**src/rtl/decode_issue_queue.sv**
```systemverilog
// In-order decode/issue queue: DEPTH decoded instructions wait here, only the head may issue.
// Faulted or illegal heads raise a registered exception pulse and stay blocked until flushed.
module decode_issue_queue #(
  parameter int DEPTH       = 4,
  parameter int NUM_UNITS   = 8,
  parameter int READ_PORTS  = 2,
  parameter int PHYS_ADDR_W = 6,
  parameter int ID_W        = 3,
  parameter int PAYLOAD_W   = 64
) (
  input  logic                              clk,
  input  logic                              rst_n,
  input  logic                              decode_valid,
  output logic                              decode_advance,
  input  logic [NUM_UNITS-1:0]              decode_unit_needed,
  input  logic [READ_PORTS-1:0]             decode_uses_rs,
  input  logic [READ_PORTS*PHYS_ADDR_W-1:0] decode_phys_rs,
  input  logic                              decode_uses_rd,
  input  logic [ID_W-1:0]                   decode_id,
  input  logic                              decode_fetch_ok,
  input  logic [PAYLOAD_W-1:0]              decode_payload,
  output logic [READ_PORTS*PHYS_ADDR_W-1:0] head_phys_rs,
  input  logic [READ_PORTS-1:0]             rs_inuse,
  input  logic [NUM_UNITS-1:0]              unit_ready,
  input  logic                              issue_hold,
  input  logic                              fetch_flush,
  output logic [NUM_UNITS-1:0]              new_request,
  output logic                              instruction_issued,
  output logic                              instruction_issued_with_rd,
  output logic [ID_W-1:0]                   issue_id,
  output logic [PAYLOAD_W-1:0]              issue_payload,
  output logic                              issue_stage_valid,
  output logic [$clog2(DEPTH):0]            occupancy,
  output logic                              exception_valid,
  output logic                              exception_illegal
);
  localparam int PTR_W = $clog2(DEPTH);
  localparam int CNT_W = PTR_W + 1;
  localparam int RS_W  = READ_PORTS * PHYS_ADDR_W;

  logic [NUM_UNITS-1:0]  r_unit    [DEPTH];
  logic [READ_PORTS-1:0] r_uses_rs [DEPTH];
  logic [RS_W-1:0]       r_phys_rs [DEPTH];
  logic [ID_W-1:0]       r_id      [DEPTH];
  logic [PAYLOAD_W-1:0]  r_payload [DEPTH];
  logic [DEPTH-1:0]      r_uses_rd;
  logic [DEPTH-1:0]      r_exc;
  logic [DEPTH-1:0]      r_illegal;

  logic [PTR_W-1:0] r_head;
  logic [PTR_W-1:0] r_tail;
  logic [CNT_W-1:0] r_count;
  logic             r_exc_valid;
  logic             r_exc_illegal;

  logic w_nonempty;
  logic w_op_ok;
  logic w_unit_hit;
  logic w_go;
  logic w_new_exc;
  logic w_enq;
  logic w_in_illegal;
  logic w_in_exc;

  assign w_in_illegal = ~|decode_unit_needed;
  assign w_in_exc     = w_in_illegal | ~decode_fetch_ok;

  assign w_nonempty = (r_count != '0);
  assign w_op_ok    = &(~(r_uses_rs[r_head] & rs_inuse));
  assign w_unit_hit = |(r_unit[r_head] & unit_ready);
  assign w_go       = w_nonempty & ~r_exc[r_head] & w_op_ok & ~issue_hold
                    & ~fetch_flush & w_unit_hit;
  assign w_new_exc  = w_nonempty & r_exc[r_head] & ~issue_hold & ~fetch_flush
                    & ~r_exc_valid;
  // A full queue still accepts when the head leaves in the same cycle.
  assign w_enq      = decode_valid & ~fetch_flush
                    & ((r_count < CNT_W'(DEPTH)) | w_go);

  always_ff @(posedge clk) begin
    if (w_enq) begin
      r_unit[r_tail]    <= decode_unit_needed;
      r_uses_rs[r_tail] <= decode_uses_rs;
      r_phys_rs[r_tail] <= decode_phys_rs;
      r_id[r_tail]      <= decode_id;
      r_payload[r_tail] <= decode_payload;
      r_uses_rd[r_tail] <= decode_uses_rd;
      r_exc[r_tail]     <= w_in_exc;
      r_illegal[r_tail] <= w_in_illegal;
    end
  end

  always_ff @(posedge clk or negedge rst_n) begin
    if (!rst_n) begin
      r_head        <= '0;
      r_tail        <= '0;
      r_count       <= '0;
      r_exc_valid   <= 1'b0;
      r_exc_illegal <= 1'b0;
    end else begin
      r_exc_valid <= w_new_exc;
      if (w_new_exc) r_exc_illegal <= r_illegal[r_head];
      if (fetch_flush) begin
        r_head  <= '0;
        r_tail  <= '0;
        r_count <= '0;
      end else begin
        r_head  <= r_head + PTR_W'(w_go);
        r_tail  <= r_tail + PTR_W'(w_enq);
        r_count <= r_count + CNT_W'(w_enq) - CNT_W'(w_go);
      end
    end
  end

  assign decode_advance             = w_enq;
  assign head_phys_rs               = r_phys_rs[r_head];
  assign new_request                = r_unit[r_head] & {NUM_UNITS{w_go}};
  assign instruction_issued         = w_go;
  assign instruction_issued_with_rd = w_go & r_uses_rd[r_head];
  assign issue_id                   = r_id[r_head];
  assign issue_payload              = r_payload[r_head];
  assign issue_stage_valid          = w_nonempty;
  assign occupancy                  = r_count;
  assign exception_valid            = r_exc_valid;
  assign exception_illegal          = r_exc_illegal;
endmodule

```
**config.mk**
```make
export PLATFORM = sky130hd
export DESIGN_NAME = decode_issue_queue
export DESIGN_NICKNAME = d
export VERILOG_FILES = /design/src/rtl/decode_issue_queue.sv
export SDC_FILE = /design/constraint.sdc
export NUM_CORES = 1
export LEC_CHECK = 0
export CORE_MARGIN = 3
export CORE_UTILIZATION = 40
export DETAILED_ROUTE_END_ITERATION = 7
export SYNTH_ARGS = -nofsm -noshare
export SYNTH_HDL_FRONTEND = slang
export SYNTH_SLANG_ARGS = --single-unit
```
**constraint.sdc**
```tcl
create_clock -name clk -period 15.4 [get_ports clk]
set_clock_uncertainty 0.1 [all_clocks]
set_input_delay 3.08 -clock clk [delete_from_list [all_inputs] [get_ports clk]]
set_output_delay 3.08 -clock clk [all_outputs]
set_load 0.01 [all_outputs]
```
; ---- Word level (Yosys, flattened, before mapping)
; Memories as Yosys holds them, arrays and structs flattened.
; Cells that the tools add are included.
[word_totals]
elab_cells = 66
output_inout_bits = 96
register_bits = 21
memories = 5
ramBits = 356
input_bits = 106
[memory_table]
columns = memory, depth, width, read_ports, rd_clocked_by_memory_dff, write_ports, line_no
row1 = r_payload, 4, 64, 1, 0, 1, 45  ; logic [PAYLOAD_W-1:0] r_payload [DEPTH];
row2 = r_phys_rs, 4, 12, 1, 0, 1, 43  ; logic [RS_W-1:0] r_phys_rs [DEPTH];
row3 = r_unit, 4, 8, 1, 0, 1, 41  ; logic [NUM_UNITS-1:0] r_unit [DEPTH];
row4 = r_id, 4, 3, 1, 0, 1, 44  ; logic [ID_W-1:0] r_id [DEPTH];
row5 = r_uses_rs, 4, 2, 1, 0, 1, 42  ; logic [READ_PORTS-1:0] r_uses_rs [DEPTH];
[classes]
reduce_logical = 6
n_bitwise = 23
add_sub_neg = 4
mux = 16
magnitude_cmp = 4
[op_table]
columns = op, n
row1 = 8-bit bitwise AND, 2
row2 = 8-bit OR reduction, 2
row3 = 1-bit bitwise AND, 12
row4 = 4-bit bitwise mux, 3
row5 = 1-bit binary-select mux with 2-bit select, 3
row6 = "2-bit by 3-bit < comparator with 1-bit output, second input constant", 2
row7 = 1-bit two-way mux, 6
row8 = 1-bit inverter, 5
row9 = 2-bit by 1-bit adder with 2-bit output, 2
row10 = 2-bit two-way mux, 2
row11 = 3-bit by 1-bit adder with 3-bit output, 1
row12 = "3-bit < comparator, second input constant", 1
row13 = 3-bit two-way mux, 1
row14 = 3-bit nonzero test, 1
row15 = 3-bit by 1-bit subtractor with 3-bit output, 1
row16 = 2-bit bitwise AND, 1
row17 = 1-bit demux with 2-bit select, 1
row18 = "2-bit by 1-bit >= comparator with 1-bit output, second input constant", 1
row19 = 2-bit inverter, 1
row20 = 1-bit bitwise OR, 2
row21 = 2-bit AND reduction, 1
row22 = 1-bit logical AND, 1
row23 = 1-bit logical NOT, 1

; ---- Depth between registers and ports, before layout
; Gate-level depths: netlist of the first run.
[depth]
ltp_word = 13
depth_mapped = 16
ltp_nobuf = 12

; ---- Worst setup path before layout of the first run
; OpenSTA, ideal clock, no wires.
[synth_path]
kind = input to register
start = in fetch_flush
end = reg r_exc[0], enable pin
setup_time_ps = 573
path_slack_ps = 6271
t_required_ps = 14727
path_stages = 6
arrival_time_ps = 8455
n_path_buf = 2
cell_sequence = clkbuf_1 nor3b_1 nand4_1 a31o_4 buf_6 a21oi_1
[synth_between]
elab_chain_cells = 5
word_cells_on_any_way = 6
cone_classes = bitwise (6)
[synth_lines]
columns = item, line_no
row1 = start: declaration, 26  ; input logic fetch_flush,
row2 = 1-bit inverter (*), "72, 76"
row3 = 1-bit bitwise AND (2 in a row), 72  ; & ~fetch_flush & w_unit_hit;
row4 = 1-bit bitwise OR, 77  ; & ((r_count < CNT_W'(DEPTH)) | w_go);
row5 = 1-bit bitwise AND (*), 77
row6 = end signal: indexed assignment, 87  ; r_exc[r_tail] <= w_in_exc;
row7 = end: declaration, 47  ; logic [DEPTH-1:0] r_exc;
; Every way passes the cells marked *; elsewhere a longest branch is shown, timed or not.
; A chain may end at the register's enable or synchronous reset.

; ---- Worst setup path after layout of the first run
[layout_path]
start = in fetch_flush
end = out decode_advance
[layout_between]
elab_chain_cells = 5
word_cells_on_any_way = 6
cone_classes = bitwise (6)
[layout_lines]
columns = item, line_no
row1 = 1-bit inverter (*), "72, 76"
row2 = 1-bit bitwise AND (2 in a row), 72
row3 = 1-bit bitwise OR, 77
row4 = 1-bit bitwise AND (*), 77
row5 = end: declaration, 14  ; output logic decode_advance,
; Marked as above.

==> impl_metrics.env, run 1 <==
export IMPL_grt_usage_pct=15.0
export IMPL_syn_nets=669
export IMPL_root_buffer="clkbuf_16"
export IMPL_synth_enable_flop_cells=368
export IMPL_setup_tns_ns=0
export IMPL_yosys_register_bits=377
export IMPL_status="finished, final reports clean"
export IMPL_gp_congestion=0.747
export IMPL_yosysUniqueCellTypes=34
export IMPL_grt_pass1_vias=6962
export IMPL_yosys_warnings=0
export IMPL_worst_setup_path_type="in -> out"
export IMPL_final_nets=900
export IMPL_yosysMostFrequentCell="edfxtp_1"
export IMPL_placement_rows=67
export IMPL_start_util_pct=41.1
export IMPL_regToRegSetupSlack_ns=9.58
export IMPL_hold_ws_ns=0.442
export IMPL_post_cts_resize_count=0
export IMPL_place_ws_ns=6.62
export IMPL_grt_start_max_net_pins=58
export IMPL_synth_main_ff_cell="edfxtp_1"
export IMPL_drtPass1Iterations=4
export IMPL_dp_hpwl_um=17000
export IMPL_area_delta_synth_final_pct=27.7
export IMPL_power_density_nw_per_um2=129
export IMPL_synthArstFlopShare_pct=2.39
export IMPL_ctsHoldBuffers=0
export IMPL_p_total_w=0.00229
export IMPL_max_freq_mhz=114
export IMPL_synth_top_area_share_pct=79.4
export IMPL_cpPeakStageDelay_ns=0.61
export IMPL_leakage_nw=5.55
export IMPL_fin_util_pct=52.5
export IMPL_portBuffers=201
export IMPL_boundaryPins=202
export IMPL_wl_per_cell_um=21.7
export IMPL_yosysTopAreaCell="edfxtp_1"
export IMPL_fp_coreArea_um2=33900
export IMPL_die_height_um=192
export IMPL_period_needed_ns=8.76
export IMPL_tightest_slew_ns=0.873
export IMPL_antenna_found_initial=1
export IMPL_cts_buffers_inserted=41
export IMPL_hold_path_class="reg -> reg"
export IMPL_avgSynthCellArea_um2=24.9
export IMPL_wirelength_um=27400
export IMPL_drv_cap=0
export IMPL_max_slew_margin_pct=41.8
export IMPL_rsz0062_at_grt="false"
export IMPL_clock_sinks=377
export IMPL_critical_path_required_ns=12.22
export IMPL_drive_gt1_share_pct=20.2
export IMPL_h_tree_depth=2
export IMPL_crit_chain="clkdlybuf4s50_1 -> nor3b_1 -> nand4_1 -> a31o_4 -> a21boi_1 -> clkdlybuf4s50_1"
export IMPL_post_route_period_util_pct=56.9
export IMPL_irDropWorstVdd_mv=0.0899
export IMPL_die_width_um=192
export IMPL_worstSetupStartpointType="input pin"
export IMPL_clk_pin_slew_ns=0.06
export IMPL_dieArea_um2=37000
export IMPL_grt_first_pass_wirelength_um=41800
export IMPL_clock_latency_ns=0.51
export IMPL_drtIter0Drc=282
export IMPL_slowest_stage="clkdlybuf4s50_1"
export IMPL_layout_setup_ws_ns=6.64
export IMPL_hold_viol_final=0
export IMPL_clock_path_buffers=3
export IMPL_end_kind="output port"
export IMPL_synth_top_cells_by_area="edfxtp_1, mux4_2, dfrtp_1, nor2b_1, buf_2"
export IMPL_viasPerCell=5.09
export IMPL_post_cts_buffers=0
export IMPL_synthCells=558
export IMPL_drv_slew=0
export IMPL_setup_viol=0
export IMPL_arrival_ns=5.58
export IMPL_syn_area_um2=13900
export IMPL_cts_tree="built"
export IMPL_grt_overflow=0
export IMPL_synthTopCellsByCount="edfxtp_1, mux4_2, buf_2, nor2b_1, dfrtp_1"
export IMPL_detail_route_antenna_nets=0
export IMPL_drc=0
export IMPL_ys_seq_area_share_pct=81.1
export IMPL_path_max_fanout=15
export IMPL_cpMostUsedCell="clkdlybuf4s50_1"
export IMPL_routed_via_count=6455
per-stage QoR:
| stage | cell area (µm²) | cells |
|---|---|---|
| finish | 17800 | 1267 |
| global route | 17800 | 1266 |
| floorplan | 13900 | 558 |
| detailed placement | 16500 | 1194 |
| CTS | 17800 | 1266 |
| global placement | 16500 | 1194 |
per-layer routing:
metal	vias to the layer above	global-route usage, %	part of all wire (%)
met5	-	0	0.047
met4	2	3.39	1.6
met3	42	4.12	6.5
li1	2846	-	-
met1	3393	20.2	42
met2	172	24.6	50
layout by cell type (no fill, tap or decap), drive strengths merged, types with 2 or more instances in the layout:
| cell type | count |
|---|---|
| or4 | 2 |
| nor3b | 2 |
| mux2 | 3 |
| a22oi | 2 |
| clkinv | 12 |
| nor2b | 11 |
| nand2 | 2 |
| nand3b | 3 |
| mux4 | 90 |
| clkinvlp | 2 |
| xnor2 | 3 |
| edfxtp | 368 |
| mux2i | 2 |
| clkbuf | 53 |
| bufinv | 4 |
| a21oi | 6 |
| nor2 | 8 |
| nand3 | 2 |
| inv | 6 |
| ha | 4 |
| dfrtp | 9 |
| buf | 11 |
| clkdlybuf4s50 | 201 |
path summary, 6_finish.rpt:
path                                          startpoint                       endpoint  depth (start not counted)
min in group asynchronous                          rst_n         occupancy[2]$_DFF_PN0_                          1
min reg2reg                exception_illegal$_DFFE_PN0P_  exception_illegal$_DFFE_PN0P_                          1
max reg2reg                          r_head[0]$_DFF_PN0_      r_payload[2][6]$_DFFE_PP_                          9
max in group asynchronous                          rst_n            r_head[1]$_DFF_PN0_                          1
max                                          fetch_flush                 decode_advance                          6
min                        exception_illegal$_DFFE_PN0P_  exception_illegal$_DFFE_PN0P_                          1
area by class of cell:
| type | instances | area (µm²) |
|---|---|---|
| fillers | 2659 | 16100 |
| flip-flops and latches | 377 | 11300 |
| multi-input cells | 152 | 2540 |
| repair buffers | 212 | 2090 |
| clock buffers | 53 | 1070 |
| well taps | 448 | 561 |
| clock inverters | 19 | 194 |
| inverters | 5 | 18.8 |
| diodes | 1 | 2.50 |
cell families (layout without fill, tap and decap cells):
group | count (synthesis) | after routing | share of synthesized area [%]
muxes | 95 | 95 | 15.0
DFF | 377 | 377 | 81.1
adders and majority gates | 5 | 5 | 0.504
other | 0 | 1 | 0
and+or+nand+nor | 35 | 35 | 1.46
xor gates and xnor gates | 4 | 4 | 0.252
buffers and inverters | 29 | 289 | 0.963
AOI/OAI and AO/OA | 13 | 13 | 0.801
report_power, final:
part / total [W] / internal, W / switching, W
Combinational: 0.000191 / 0.000105 / 0.0000862
Clock: 0.000914 / 0.000556 / 0.000358
Sequential: 0.00118 / 0.00117 / 0.0000139
Total: 0.00229 / 0.00183 / 0.000458
critical path: cells and delay by family:
family	cells	cell delay [ns]
AND/OR/NAND/NOR	2	0.64
AO/OA/AOI/OAI	2	0.66
buffers and inverters	2	1.18
state kept, by name, summed over array words and instances, names as in the netlist:
register / count
r_illegal: 4
r_payload: 256
exception_illegal: 1
r_uses_rd: 4
r_unit: 32
r_tail: 2
exception_valid: 1
r_uses_rs: 8
r_head: 2
r_id: 12
occupancy: 3
r_phys_rs: 48
r_exc: 4
Note: power is estimated with default switching activity, not from simulation.
==> run 2, diff against run 1 <==
clock period = 7.79 ns   (was 15.4 ns; I/O delays follow)
==> run 2 against run 1 <==
- total power is 94% higher
- combinational power is 96% higher
- non-clock buffer count stayed put
- sequential cell count stayed put
- global-route usage is 0.17 points lower
- clock-buffer cell count is 3 lower
==> impl_metrics.env, run 2 (synthesized netlist as in run 1, its figures left out) <==
export IMPL_status="finished, final reports clean"
export IMPL_irDropWorstVdd_mv=0.188
export IMPL_die_height_um=192
export IMPL_boundaryPins=202
export IMPL_fin_cells=1265
export IMPL_hold_path_class="reg -> reg"
export IMPL_slowest_stage="clkdlybuf4s50_1"
export IMPL_clk_pin_slew_ns=0.05
export IMPL_drtIter0Drc=418
export IMPL_cpMostUsedCell="clkdlybuf4s50_1"
export IMPL_dieArea_um2=37000
export IMPL_ctsHoldBuffers=0
export IMPL_largest_reg_flops=256
export IMPL_fillCellCount=2659
export IMPL_grt_pass1_vias=7175
export IMPL_placedCellCount=1194
export IMPL_post_cts_resize_count=0
export IMPL_period_needed_ns=5.66
export IMPL_regMostFlops="r_payload"
export IMPL_routed_via_count=6415
export IMPL_dp_hpwl_um=16200
export IMPL_layout_common_cells="edfxtp_1, clkdlybuf4s50_1, mux4_2"
export IMPL_drv_slew=0
export IMPL_drc=0
export IMPL_drtPass1Iterations=4
export IMPL_start_util_pct=41.1
export IMPL_critical_path_required_ns=6.13
export IMPL_clock_latency_ns=0.50
export IMPL_root_buffer="clkbuf_16"
export IMPL_wirelength_um=27000
export IMPL_cp_buffers_inverters=2
export IMPL_max_slew_margin_pct=41.2
export IMPL_path_delay_family="buffers and inverters"
export IMPL_clock_path_buffers=3
export IMPL_viasPerCell=5.07
export IMPL_cpPeakStageDelay_ns=0.61
export IMPL_grt_start_max_net_pins=51
export IMPL_setup_tns_ns=0
export IMPL_detail_route_antenna_nets=0
export IMPL_area_delta_synth_final_pct=27.3
export IMPL_final_common_cell="edfxtp_1"
export IMPL_die_width_um=192
export IMPL_max_freq_mhz=177
export IMPL_final_nets=899
export IMPL_path_max_fanout=15
export IMPL_drive_gt1_share_pct=20.0
export IMPL_antenna_found_initial=1
export IMPL_portBuffers=201
export IMPL_arrival_ns=4.00
export IMPL_post_cts_buffers=0
export IMPL_power_density_nw_per_um2=251
export IMPL_fp_coreArea_um2=33900
export IMPL_grt_first_pass_wirelength_um=41900
export IMPL_setup_viol=0
export IMPL_drv_cap=0
export IMPL_largestRegisters="r_payload: 256 flops, r_phys_rs: 48 flops, r_unit: 32 flops"
export IMPL_grt_usage_pct=14.8
export IMPL_crit_chain="clkdlybuf4s50_1 -> nor3b_1 -> nand4_1 -> a31o_4 -> a21boi_1 -> clkdlybuf4s50_1"
export IMPL_leakage_nw=5.53
export IMPL_antenna_cells=0
export IMPL_wl_per_cell_um=21.3
export IMPL_cts_buffers_inserted=40
export IMPL_placement_rows=67
export IMPL_worstSetupStartpointType="input pin"
export IMPL_worst_setup_path_type="in -> out"
export IMPL_h_tree_depth=2
export IMPL_hold_viol_final=0
export IMPL_end_kind="output port"
export IMPL_cts_tree="built"
export IMPL_rsz0062_at_grt="false"
export IMPL_gp_congestion=0.744
export IMPL_post_route_period_util_pct=72.6
export IMPL_grt_overflow=0
export IMPL_tightest_slew_ns=0.882
export IMPL_clock_sinks=377
## run 2: changes by cell type in the layout (fill, tap and decap cells not counted), sizes merged
cell      delta
clkinvlp     -1
clkinv       +5
clkbuf       -3
bufinv       -2
diode        -1
## run 2: final cells by class
| class | instances | area, µm² | share of cell area (%) |
|---|---|---|---|
| Timing Repair Buffer | 212 | 2090 | 11.8 |
| Sequential cell | 377 | 11300 | 63.7 |
| Tap cell | 448 | 561 | 3.17 |
| Multi-Input combinational cell | 152 | 2540 | 14.4 |
| Clock inverter | 21 | 146 | 0.827 |
| Inverter | 5 | 18.8 | 0.106 |
| Clock buffer | 50 | 1060 | 5.98 |
## run 2: worst paths after layout
check / from / end / slack (ns) / depth (start not counted)
worst max-delay path: fetch_flush / decode_advance / 2.13 / 6
worst min-delay path: exception_illegal$_DFFE_PN0P_ / exception_illegal$_DFFE_PN0P_ / 0.45 / 1
worst max register to register: r_head[1]$_DFF_PN0_ / occupancy[2]$_DFF_PN0_ / 3.96 / 12
worst min register to register: exception_illegal$_DFFE_PN0P_ / exception_illegal$_DFFE_PN0P_ / 0.45 / 1
max in group asynchronous: rst_n / r_head[0]$_DFF_PN0_ / 6.02 / 1
min in group asynchronous: rst_n / occupancy[2]$_DFF_PN0_ / 1.25 / 1
## run 2: layer usage
layer	vias up	GRT usage [%]	part of all wire, %
met5	-	0	0.048
met4	2	3.33	1.5
met3	42	4.16	7.3
met2	187	25.5	51
met1	3343	18.8	41
li1	2841	-	-
## run 2: stage by stage
stage	area [µm²]	hold WS, ns	power (W)	setup slack, ns	util (%)
2_1_floorplan	13900	0.451	0.00255	0.183	-
5_1_grt	17700	0.477	0.00463	1.94	52.3
3_5_place_dp	16500	0.452	0.00277	2.09	48.7
3_3_place_gp	16500	0.468	0.00275	2.16	48.7
6_report	17700	0.452	0.00445	2.13	52.3
4_1_cts	17700	0.467	0.00452	2.08	52.3
## run 2: power breakdown
part           internal (W)  switching (W)
clock               0.00103       0.000708
combinational      0.000208       0.000168
sequential          0.00231      0.0000273
==> run 3, diff against run 2 <==
clock period = 5.7 ns   (was 7.79 ns; I/O delays follow)
==> run 3 against run 2 <==
- via count grew 0.61%
- highest routed layer is now met4
- wire length shrank 0.31%
- critical path type is now reg -> out
- register-to-register slack lost 2.2 ns
- sequential share of layout area shrank 0.23 points
==> impl_metrics.env, run 3 (synthesized netlist as in run 1, its figures left out) <==
export IMPL_status="finished, final reports clean"
export IMPL_cts_tree="built"
export IMPL_seq_power_share_pct=51.7
export IMPL_fp_coreArea_um2=33900
export IMPL_largest_reg_flops=256
export IMPL_dieArea_um2=37000
export IMPL_detail_route_antenna_nets=0
export IMPL_placement_rows=67
export IMPL_hold_ws_ns=0.480
export IMPL_max_slew_margin_pct=41.7
export IMPL_layout_common_cells="edfxtp_1, clkdlybuf4s50_1, mux4_2"
export IMPL_grt_usage_pct=14.7
export IMPL_dpl_cell_area_um2=16500
export IMPL_area_delta_synth_final_pct=27.8
export IMPL_clock_sinks=377
export IMPL_power_switching_w=0.00124
export IMPL_tightest_slew_ns=0.874
export IMPL_hold_viol_final=0
export IMPL_setup_viol=0
export IMPL_rsz0062_at_grt="false"
export IMPL_hold_path_class="reg -> reg"
export IMPL_largestRegisters="r_payload: 256 flops, r_phys_rs: 48 flops, r_unit: 32 flops"
export IMPL_fin_area_um2=17800
export IMPL_grt_first_pass_wirelength_um=41500
export IMPL_r2r_start="r_head[1]$_DFF_PN0_"
export IMPL_drive_gt1_share_pct=20.8
export IMPL_regArea_um2=11300
export IMPL_boundaryPins=202
export IMPL_start_util_pct=41.1
export IMPL_clock_latency_ns=0.51
export IMPL_swShare_pct=20.1
export IMPL_r2r_cells=12
export IMPL_min_to="exception_illegal$_DFFE_PN0P_"
export IMPL_routed_via_count=6454
export IMPL_critical_path_required_ns=4.46
export IMPL_r2r_end="occupancy[2]$_DFF_PN0_"
export IMPL_worstSetupStartpointType="flop"
export IMPL_cts_buffers_inserted=40
export IMPL_regMostFlops="r_payload"
export IMPL_h_tree_depth=2
export IMPL_fillCellCount=2669
export IMPL_worst_setup_path_type="reg -> out"
export IMPL_post_cts_buffers=0
export IMPL_portBuffers=201
export IMPL_viasPerCell=5.10
export IMPL_hold_depth=1
export IMPL_root_buffer="clkbuf_16"
export IMPL_antenna_found_initial=1
export IMPL_path_max_fanout=55
export IMPL_leakage_nw=5.56
export IMPL_place_ws_ns=0.865
export IMPL_clk_pin_slew_ns=0.06
export IMPL_drc=0
export IMPL_p_clk_share_pct=40.0
export IMPL_post_route_period_util_pct=85.5
export IMPL_layout_setup_ws_ns=0.828
export IMPL_wl_per_cell_um=21.3
export IMPL_dp_hpwl_um=16500
export IMPL_arrival_ns=3.63
export IMPL_post_cts_resize_count=0
export IMPL_grt_overflow=0
export IMPL_final_common_cell="edfxtp_1"
export IMPL_p_total_w=0.00619
export IMPL_grt_start_max_net_pins=56
export IMPL_irDropWorstVdd_mv=0.287
export IMPL_clock_path_buffers=3
export IMPL_setup_tns_ns=0
export IMPL_die_width_um=192
export IMPL_wirelength_um=26900
export IMPL_drtIter0Drc=316
export IMPL_power_density_nw_per_um2=348
export IMPL_die_height_um=192
export IMPL_drv_cap=0
export IMPL_intPower_w=0.00494
export IMPL_drv_slew=0
export IMPL_ctsHoldBuffers=0
export IMPL_max_freq_mhz=205
export IMPL_regToRegSetupSlack_ns=1.76
export IMPL_end_kind="output port"
export IMPL_drtPass1Iterations=4
export IMPL_p_comb_share_pct=8.3
export IMPL_final_nets=899
export IMPL_grt_pass1_vias=7206
export IMPL_period_needed_ns=4.87
export IMPL_min_from="exception_illegal$_DFFE_PN0P_"
export IMPL_multiInputGateArea_um2=2540
export IMPL_gp_congestion=0.748
## run 3: routing by layer
metal | vias up | GRT usage [%] | wire length (µm)
met4 | 0 | 4.06 | 567
li1 | 2849 | - | -
met1 | 3384 | 18.3 | 10800
met5 | - | 0 | 0
met3 | 44 | 4.67 | 2040
met2 | 177 | 25.0 | 13500
## run 3: area by class of cell
cell class	instances	share of cell area, %
flip-flops and latches	377	63.5
multi-input cells	152	14.3
repair buffers	212	11.8
clock buffers	48	5.92
well taps	448	3.15
clock inverters	22	1.21
inverters	5	0.106
diodes	1	0.0141
## run 3: power groups by stage
stage | combinational [W] | clock, W | sequential, W
after global placement | 0.000513 | 0 | 0.00325
after floorplan | 0.000219 | 0 | 0.00326
after CTS | 0.000526 | 0.00255 | 0.00320
after global routing | 0.000553 | 0.00268 | 0.00321
after detailed placement | 0.000522 | 0 | 0.00326
final | 0.000513 | 0.00247 | 0.00320
## run 3: worst max-delay path, stage by stage (launching register included)
cell,delay (ns)
dfrtp_4,0.97
mux4_2,0.42
a22o_1,0.28
a2111oi_4,0.35
a31o_4,0.37
a21boi_1,0.17
clkdlybuf4s50_1,0.53
## run 3: per-stage QoR
stage / cells / util [%]
6_report: 1265 / 52.5
3_3_place_gp: 1194 / 48.7
2_1_floorplan: 558 / -
5_1_grt: 1265 / 52.5
4_1_cts: 1264 / 52.5
3_5_place_dp: 1194 / 48.7
## run 3: how the worst max path moves through the flow
| stage | from | endpoint | cells past startpoint |
|---|---|---|---|
| after floorplan | fetch_flush | r_exc[0]$_DFFE_PP_ | 6 |
| after global placement | fetch_flush | decode_advance | 6 |
| after detailed placement | fetch_flush | decode_advance | 6 |
| after CTS | r_head[1]$_DFF_PN0_ | decode_advance | 6 |
| after global routing | r_head[1]$_DFF_PN0_ | decode_advance | 6 |
| final | r_head[1]$_DFF_PN0_ | decode_advance | 6 |
